===== src/rtl/morse_char_seq.sv =====
// +--------------------------------------------------------------------------+
// | morse_char_seq : character code to Morse symbol sequencer with gaps.      |
// | Optional feature macro: MORSE_WORD_GAP_EN (code 36 = word space).         |
// | Revision: 1.0                                                             |
// +--------------------------------------------------------------------------+
`default_nettype none

module morse_char_seq #(
  parameter int GAP_SYM  = 1,
  parameter int GAP_CHAR = 3,
  parameter int GAP_WORD = 7,
  parameter int CNT_W    = 4
) (
  input  logic       clock,
  input  logic       reset,
  input  logic       char_vld,
  input  logic [5:0] char_code,
  output logic       char_rdy,
  output logic       sym_strt,
  output logic       symbol,
  input  logic       sym_done,
  output logic       char_done,
  output logic       err
);

  typedef enum logic [2:0] {
    S_IDLE  = 3'd0,
    S_ISSUE = 3'd1,
    S_WAIT  = 3'd2,
    S_GAP   = 3'd3,
    S_DONE  = 3'd4
  } state_t;

  state_t           state;
  state_t           state_nxt;
  logic [2:0]       len;
  logic [4:0]       pattern;
  logic [2:0]       idx;
  logic [CNT_W-1:0] count;
  logic             last;
  logic [7:0]       lut;
  logic             lut_ok;
  logic             is_word;
  logic             accept;

  // {len, pattern}; pattern bit0 is the first symbol, 1 = dash
  always_comb begin
    lut = 8'd0;
    case (char_code)
      6'd0:  lut = {3'd2, 5'b00010}; // A .-
      6'd1:  lut = {3'd4, 5'b00001}; // B -...
      6'd2:  lut = {3'd4, 5'b00101}; // C -.-.
      6'd3:  lut = {3'd3, 5'b00001}; // D -..
      6'd4:  lut = {3'd1, 5'b00000}; // E .
      6'd5:  lut = {3'd4, 5'b00100}; // F ..-.
      6'd6:  lut = {3'd3, 5'b00011}; // G --.
      6'd7:  lut = {3'd4, 5'b00000}; // H ....
      6'd8:  lut = {3'd2, 5'b00000}; // I ..
      6'd9:  lut = {3'd4, 5'b01110}; // J .---
      6'd10: lut = {3'd3, 5'b00101}; // K -.-
      6'd11: lut = {3'd4, 5'b00010}; // L .-..
      6'd12: lut = {3'd2, 5'b00011}; // M --
      6'd13: lut = {3'd2, 5'b00001}; // N -.
      6'd14: lut = {3'd3, 5'b00111}; // O ---
      6'd15: lut = {3'd4, 5'b00110}; // P .--.
      6'd16: lut = {3'd4, 5'b01011}; // Q --.-
      6'd17: lut = {3'd3, 5'b00010}; // R .-.
      6'd18: lut = {3'd3, 5'b00000}; // S ...
      6'd19: lut = {3'd1, 5'b00001}; // T -
      6'd20: lut = {3'd3, 5'b00100}; // U ..-
      6'd21: lut = {3'd4, 5'b01000}; // V ...-
      6'd22: lut = {3'd3, 5'b00110}; // W .--
      6'd23: lut = {3'd4, 5'b01001}; // X -..-
      6'd24: lut = {3'd4, 5'b01101}; // Y -.--
      6'd25: lut = {3'd4, 5'b00011}; // Z --..
      6'd26: lut = {3'd5, 5'b11111}; // 0
      6'd27: lut = {3'd5, 5'b11110}; // 1
      6'd28: lut = {3'd5, 5'b11100}; // 2
      6'd29: lut = {3'd5, 5'b11000}; // 3
      6'd30: lut = {3'd5, 5'b10000}; // 4
      6'd31: lut = {3'd5, 5'b00000}; // 5
      6'd32: lut = {3'd5, 5'b00001}; // 6
      6'd33: lut = {3'd5, 5'b00011}; // 7
      6'd34: lut = {3'd5, 5'b00111}; // 8
      6'd35: lut = {3'd5, 5'b01111}; // 9
      default: lut = 8'd0;
    endcase
  end

  assign lut_ok = (lut[7:5] != 3'd0);

`ifdef MORSE_WORD_GAP_EN
  assign is_word = (char_code == 6'd36);
`else
  logic [CNT_W-1:0] unused_gap_word;
  assign unused_gap_word = CNT_W'(GAP_WORD);
  assign is_word         = 1'b0;
`endif

  assign accept = (state == S_IDLE) && char_vld;

  always_comb begin
    state_nxt = state;
    case (state)
      S_IDLE: begin
        if (accept && lut_ok)       state_nxt = S_ISSUE;
        else if (accept && is_word) state_nxt = S_GAP;
      end
      S_ISSUE: state_nxt = S_WAIT;
      S_WAIT:  if (sym_done) state_nxt = S_GAP;
      S_GAP:   if (count == CNT_W'(1)) state_nxt = last ? S_DONE : S_ISSUE;
      S_DONE:  state_nxt = S_IDLE;
      default: state_nxt = S_IDLE;
    endcase
  end

  always_ff @(posedge clock) begin
    if (reset) begin
      state   <= S_IDLE;
      len     <= 3'd0;
      pattern <= 5'd0;
      idx     <= 3'd0;
      count   <= '0;
      last    <= 1'b0;
      err     <= 1'b0;
    end else begin
      state <= state_nxt;
      err   <= 1'b0;
      case (state)
        S_IDLE: begin
          if (accept) begin
            if (lut_ok) begin
              len     <= lut[7:5];
              pattern <= lut[4:0];
              idx     <= 3'd0;
              last    <= 1'b0;
            end else if (is_word) begin
              count <= CNT_W'(GAP_WORD);
              last  <= 1'b1;
            end else begin
              err <= 1'b1;
            end
          end
        end
        S_WAIT: begin
          if (sym_done) begin
            if (idx == len - 3'd1) begin
              count <= CNT_W'(GAP_CHAR);
              last  <= 1'b1;
            end else begin
              idx   <= idx + 3'd1;
              count <= CNT_W'(GAP_SYM);
            end
          end
        end
        S_GAP:   count <= count - CNT_W'(1);
        default: ;
      endcase
    end
  end

  assign char_rdy  = (state == S_IDLE) && !reset;
  assign sym_strt  = (state == S_ISSUE);
  assign symbol    = ((state == S_ISSUE) || (state == S_WAIT)) && pattern[idx];
  assign char_done = (state == S_DONE);

endmodule

`default_nettype wire


===== config.mk =====
export PLATFORM = sky130hd
export DESIGN_NAME = morse_char_seq
export DESIGN_NICKNAME = d
export VERILOG_FILES = /design/src/rtl/morse_char_seq.sv
export SDC_FILE = /design/constraint.sdc
export NUM_CORES = 1
export LEC_CHECK = 0
export BUFFER_PORTS_ARGS = -buffer_cell sky130_fd_sc_hd__clkbuf_2
export CAP_MARGIN = 0
export CORE_ASPECT_RATIO = 0.7
export CORE_UTILIZATION = 30
export DETAILED_ROUTE_END_ITERATION = 8
export GPL_ROUTABILITY_DRIVEN = 0
export HOLD_SLACK_MARGIN = 0.1
export PLACE_DENSITY = 0.56
export SYNTH_ARGS = -nofsm -noshare
export SYNTH_HDL_FRONTEND = slang
export SYNTH_SLANG_ARGS = --single-unit

===== constraint.sdc =====
create_clock -name clock -period 4.2 [get_ports clock]
set_input_delay 0.63 -clock clock [delete_from_list [all_inputs] [get_ports clock]]
set_output_delay 0.63 -clock clock [all_outputs]
set_load 0.005 [all_outputs]

==> results of run 1 <==
metrics by stage:
step           total power, mW  worst slack, ps  area, sq um  instances  hold slack, ps
6_report                0.4943             1519         1755        270           481.7
5_1_grt                 0.5229             1379         1755        270           506.6
4_1_cts                 0.4981             1530         1755        270           487.5
3_5_place_dp            0.3503             1263         1700        266           476.6
3_3_place_gp            0.3511             1316         1700        266           478.1
2_1_floorplan           0.3203             1595         1600        196           437.3
Yosys cell counts (3+ instances only):
master	n
mux2i_1	9
nand2_1	12
a31oi_1	4
a21oi_1	9
nand3_1	4
o21ai_0	8
buf_2	6
nand2b_1	6
o22ai_1	3
dfxtp_1	20
a22oi_1	3
nor2b_1	3
nor3_1	8
ha_1	11
nor2_1	22
inv_1	10
clkbuf_1	6
nor3b_1	3
and2_1	4
final timing paths:
path | depth (start not counted) | startpoint | end | slack [ps]
min | 2 | last | state[2] | 480
max reg2reg | 5 | state[0] | len[0] | 2060
max | 9 | char_code[1] | idx[0] | 1520
min reg2reg | 2 | last | state[2] | 480
routing by layer:
layer / GRT usage / routed length, um / up-vias
met1: 0.2131 / 1890 / 679
met4: 0.02778 / 16 / 0
li1: - / - / 729
met5: 0 / 0 / -
met2: 0.1670 / 1406 / 46
met3: 0.03145 / 203 / 2
layout by cell type, fill, tap and decap left out, types with 8 or more instances in the layout:
cell       n
a21oi_1    9
clkbuf_2  14
dfxtp_1   20
inv_1     10
mux2i_1    9
ha_1      11
nor3_1     8
o21ai_0    8
nor2_1    22
nand2_1   12
cell families after synthesis:
| kind of cell | count (synthesis) | synth area share |
|---|---|---|
| and+or+nand+nor | 77 | 0.2502 |
| AOI/OAI and AO/OA | 50 | 0.2432 |
| buffers and inverters | 24 | 0.06098 |
| DFF | 20 | 0.2502 |
| muxes | 11 | 0.08444 |
| adders and majority gates | 11 | 0.08600 |
| xor gates and xnor gates | 3 | 0.02502 |
power by group through the flow:
stage,Sequential (mW),Clock (mW),Combinational [mW]
after global placement,0.218,0,0.133
final,0.213,0.148,0.133
after floorplan,0.210,0,0.110
after global routing,0.215,0.159,0.148
after CTS,0.213,0.152,0.133
after detailed placement,0.218,0,0.132
area by class of cell:
type / instances / area (sq um)
timing repair buffer: 14 / 70.07
tap: 69 / 86.33
fill: 530 / 3184
multi-input combinational: 152 / 1102
sequential: 20 / 400.4
clock buffer: 4 / 55.05
inverter: 11 / 41.29
sequential cells by signal, summed over array words and instances, names as in the netlist:
register and count:
state 3, count 4, len 3, err 1, idx 3, pattern 5
last 1
worst max-delay path: stages:
cell and delay, ps:
clkbuf_2 250, inv_1 140, ha_1 340, nor2_1 80, or4_1 540, a21oi_2 260, nor3_2 130, a2111oi_4 330
o21ai_1 120
==> results.cfg, run 1 <==
[run_status]
outcome = complete, no violations

[clock_tree]
clk_pin_slew_ps = 80
clk_path_buf_depth = 2
cts_setup_buffers = 0
clock_latency_ps = 260
cts_tree = done
cts_hold_buf = 0
cts.sinks = 20
root_buffer = clkbuf_8
numCtsBuffers = 3
htreeDepth = 1
cts_resized = 0

[setup_path]
critPathArrivalTime_ps = 2820
cp-end-kind = register
crit_required_ps = 4340
crit_type = primary input to register
critPathMaxFanout = 14
worst_setup_path_start_kind = primary input

[detailed_routing]
routed-via-count = 1456
drcViolationCount = 0
ant_nets = 0
drt-total-wl_um = 3517
viasPerCell = 5.393
first_pass_iters = 4
wire_per_inst_um = 13.03
drt_iter0_drc = 109

[power_and_ir_drop]
switchingPower_mw = 0.1555
power_frac_seq = 0.432
pwr-share-clk = 0.299
p_leak_nw = 0.6828
p_comb_frac = 0.270
p_int_mw = 0.3388
ir_drop_mv = 0.1122
p_per_area_mw_per_mm2 = 281.6
switching_share = 0.3146

[yosys]
synth.avg_cell_area_sq_um = 8.165
yosysTopAreaCell = dfxtp_1
syn_inst = 196
yosysWarnings = 0
synth_nets = 217
syn-cell-area_sq_mm = 0.001600
synth.top_cell.area_share = 0.2502
synth.yosys.seq_area_share = 0.2502
ys_async_sr_fraction = 0
synth_seq_cells = 20
synth_edf_count = 0
synth_cell_types = 54
synth_area_leaders = dfxtp_1 25%, ha_1 8.6%, mux2i_1 5.6%, nor2_1 5.2%, a21oi_1 2.8%
synth_ff_type = dfxtp_1

[cells_and_area]
post-route-util = 0.3554
area_delta_synth_final_pct = 9.695
drive_gt1_frac = 0.1443
antennaDiodeCount = 0
nNetsFinal = 223

[grt]
antenna_found_initial = 0
grt_util_all_layers = 0.1308
gr-total-overflow = 0
grt_max_degree = 28
grt_pass1_wl_um = 5844
grt_pass1_vias = 1231

[sta]
maxSlewViolCount = 0
skew_ps = 3.067
rsz0062_at_grt = false
maxSlewHeadroom = 0.4507
finalSetupViolations = 0
setup_tns_ps = 0
hold_violations = 0
worst_pin_slew_ps = 817.7
min_period_ps = 2682
max_freq_ghz = 0.3729
fin_crit_sh = 0.6385

[hold_path]
holdCritPathClass = register to register

[floorplanning]
core.rowCount = 21
die-area_sq_mm = 0.005635
die_w_um = 89.30
chipHeight_um = 63.11
design.portCount = 15
core_area_sq_mm = 0.004940
initial_utilization = 0.3240

[place]
port_buffers = 14
dp.final_hpwl_um = 2649

[flow_run]
drv_cap = 0
(Power assumes the default switching activity.)
==> inputs of run 2 (changes only) <==
--- a/config.mk
+++ b/config.mk
@@ -5,6 +5,7 @@
 export SDC_FILE = /design/constraint.sdc
 export NUM_CORES = 1
 export LEC_CHECK = 0
+export ABC_AREA = 1
 export BUFFER_PORTS_ARGS = -buffer_cell sky130_fd_sc_hd__clkbuf_2
 export CAP_MARGIN = 0
 export CORE_ASPECT_RATIO = 0.7
==> constraint.sdc (replaced) <==
create_clock -name clock -period 2.5 [get_ports clock]
set_input_delay 0.375 -clock clock [delete_from_list [all_inputs] [get_ports clock]]
set_output_delay 0.375 -clock clock [all_outputs]
set_load 0.005 [all_outputs]
==> run 2 against run 1 <==
Against the previous run:
- sequential share of layout area decreased by 0.40 points
- sequential cell count unchanged
- wire length increased by 9.0%
- setup slack got worse by 1100 ps
- utilization increased by 0.44 points
- cell area increased by 1.8%
- combinational power increased by 130%
- clock power increased by 70%
- critical path type is now register to output pin
- critical endpoint is now symbol
- largest cell class unchanged
- highest routed layer unchanged
==> results.cfg, run 2 <==
[clock_tree]
cts_tree = done
numCtsBuffers = 3
clock_latency_ps = 260
cts_hold_buf = 0
clk_path_buf_depth = 2
root_buffer = clkbuf_8
cts.sinks = 20
htreeDepth = 1
clk_pin_slew_ps = 80
cts_setup_buffers = 0
cts_resized = 0

[sta]
maxSlewViolCount = 0
finalSetupViolations = 0
skew_ps = 4.856
max_freq_ghz = 0.4866
worst_pin_slew_ps = 461.1
setup_tns_ps = 0
fin_crit_sh = 0.8220
hold_violations = 0
maxSlewHeadroom = 0.6915
rsz0062_at_grt = false
min_period_ps = 2055

[yosys]
ys_async_sr_fraction = 0
synth_nets = 279
synth_compound_area_frac = 0.1427
synth.top_cell.area_share = 0.2483
yosys-top-cells-count = 62 x nand2_1, 34 x nor2_1, 32 x inv_1
synth.yosys.seq_area_share = 0.2483
synthAdderAreaFrac = 0.08534
yosys-mux-area-fraction = 0
synth.avg_cell_area_sq_um = 6.251
synth_edf_count = 0
synth_cell_types = 30
synth_top_family_by_area = simple AND/OR/NAND/NOR gates
synth_xor_area_frac = 0.02172
yosysTopAreaCell = dfxtp_1
yosysWarnings = 0
syn-cell-area_sq_mm = 0.001613
synth_most_common_cell = nand2_1
synth_ff_type = dfxtp_1
syn_inst = 258
synth_seq_cells = 20
synthSimpleGateAreaFrac = 0.3809
synth_area_leaders = dfxtp_1 25%, nand2_1 14%, ha_1 8.5%, nor2_1 7.9%, inv_1 7.4%

[floorplanning]
core_area_sq_mm = 0.004966
die_w_um = 89.64
chipHeight_um = 63.35
design.portCount = 15
initial_utilization = 0.3248
die-area_sq_mm = 0.005678
core.rowCount = 21

[detailed_routing]
ant_nets = 0
routed-via-count = 1645
wire_per_inst_um = 11.24
drt_iter0_drc = 180
drcViolationCount = 0
drt-total-wl_um = 3832
first_pass_iters = 4
viasPerCell = 4.824

[place]
port_buffers = 14
dp_cells = 337
placed_cell_area_sq_mm = 0.001732
dp.final_hpwl_um = 3049

[setup_path]
cp_slowest_cell = nor2_1
max_stage_delay_ps = 360
critPathMaxFanout = 7
critPathArrivalTime_ps = 1680
critPathMostFrequentCell = inv_1
cp_cell_sequence = inv_1 -> nor2_1 -> inv_1 -> nor2_1 -> or2_2 -> nand3_1 -> inv_1 -> clkbuf_2
crit_required_ps = 2120
worst_setup_path_start_kind = register
cp-end-kind = output pin
crit_type = register to output pin

[cells_and_area]
register_area_sq_um = 400.4
multi_input_area_sq_mm = 0.001017
regMostFlops = pattern
final_common_cell = nand2_1
final_cell_mix = 62 x nand2_1, 34 x nor2_1, 32 x inv_1, 20 x dfxtp_1, 19 x nand3_1
nNetsFinal = 294
finalNonFillerCells = 341
antennaDiodeCount = 0
fillers = 542
area_delta_synth_final_pct = 10.78
drive_gt1_frac = 0.1176
largest_register_ffs = 5
reg.largest.list = pattern: 5 flops, count: 4 flops
final_cell_area_sq_mm = 0.001787

[power_and_ir_drop]
p_leak_nw = 0.8406
p_per_area_mw_per_mm2 = 526.9
ir_drop_mv = 0.1966

[grt]
antenna_found_initial = 0
grt_pass1_vias = 1440
grt_util_all_layers = 0.1487
grt_max_degree = 19
grt_pass1_wl_um = 6644
gr-total-overflow = 0

[hold_path]
holdCritPathClass = primary input to register

[run_status]
outcome = complete, no violations

[flow_run]
drv_cap = 0
## run 2: cell types whose count changed after synthesis, moves of 6 or more
| cell | previous run | this run |
|---|---|---|
| nand2b_1 | 6 | 0 |
| mux2i_1 | 9 | 0 |
| nand2_1 | 12 | 62 |
| a21oi_1 | 9 | 17 |
| nor2_1 | 22 | 34 |
| buf_2 | 6 | 0 |
| nand3_1 | 4 | 19 |
| inv_1 | 10 | 32 |
## run 2: critical path, delay by kind of cell, from the launching register on
family | cells | cell delay, ps
flip-flops | 1 | 350
buffers and inverters | 4 | 300
AND/OR/NAND/NOR | 4 | 770
## run 2: report_power, final
part	switching, mW	internal, mW
Clock	0.112	0.140
Combinational	0.199	0.113
Sequential	0.0296	0.347
Total	0.341	0.601
## run 2: final timing paths
check                              start        to  slack, ps  cells after the start
worst max register to register    len[0]    idx[2]        640                     12
worst min-delay path            char_vld       err        380                      3
worst min register to register      last  state[2]        470                      2
worst max-delay path            state[1]    symbol        450                      8
## run 2: kinds of logic (layout without fill, tap and decap cells)
logic type | Yosys count | after routing
AND/OR/NAND/NOR | 140 | 140
buffers and inverters | 42 | 56
AO/OA/AOI/OAI | 41 | 41
flip-flops | 20 | 20
adder cells (fa/ha/maj) | 11 | 11
XOR/XNOR | 4 | 4
## run 2: cell type report
cell class                      count  area share
Inverter                           34     0.07143
Timing Repair Buffer               18     0.05602
Clock buffer                        4     0.03081
Sequential cell                    20      0.2241
Tap cell                           69     0.04832
Multi-Input combinational cell    196      0.5693
## run 2: through the flow
step | util | worst slack (ps) | hold WS, ps | total power, mW
after floorplan | - | 669.7 | 435.9 | 0.6213
after global placement | 0.3487 | 300.3 | 454.8 | 0.6952
after detailed placement | 0.3487 | 273.5 | 457.5 | 0.6921
final | 0.3598 | 445.1 | 381.7 | 0.9415
after global routing | 0.3598 | 233.0 | 386.3 | 1.019
after CTS | 0.3598 | 433.9 | 375.7 | 0.9451
## run 2: routing by layer
metal | vias to the layer above | GRT usage | share of wire
met2 | 57 | 0.1837 | 0.35
met5 | - | 0 | 0
li1 | 869 | - | -
met4 | 0 | 0.02976 | 0.010
met1 | 712 | 0.2412 | 0.56
met3 | 7 | 0.04587 | 0.077
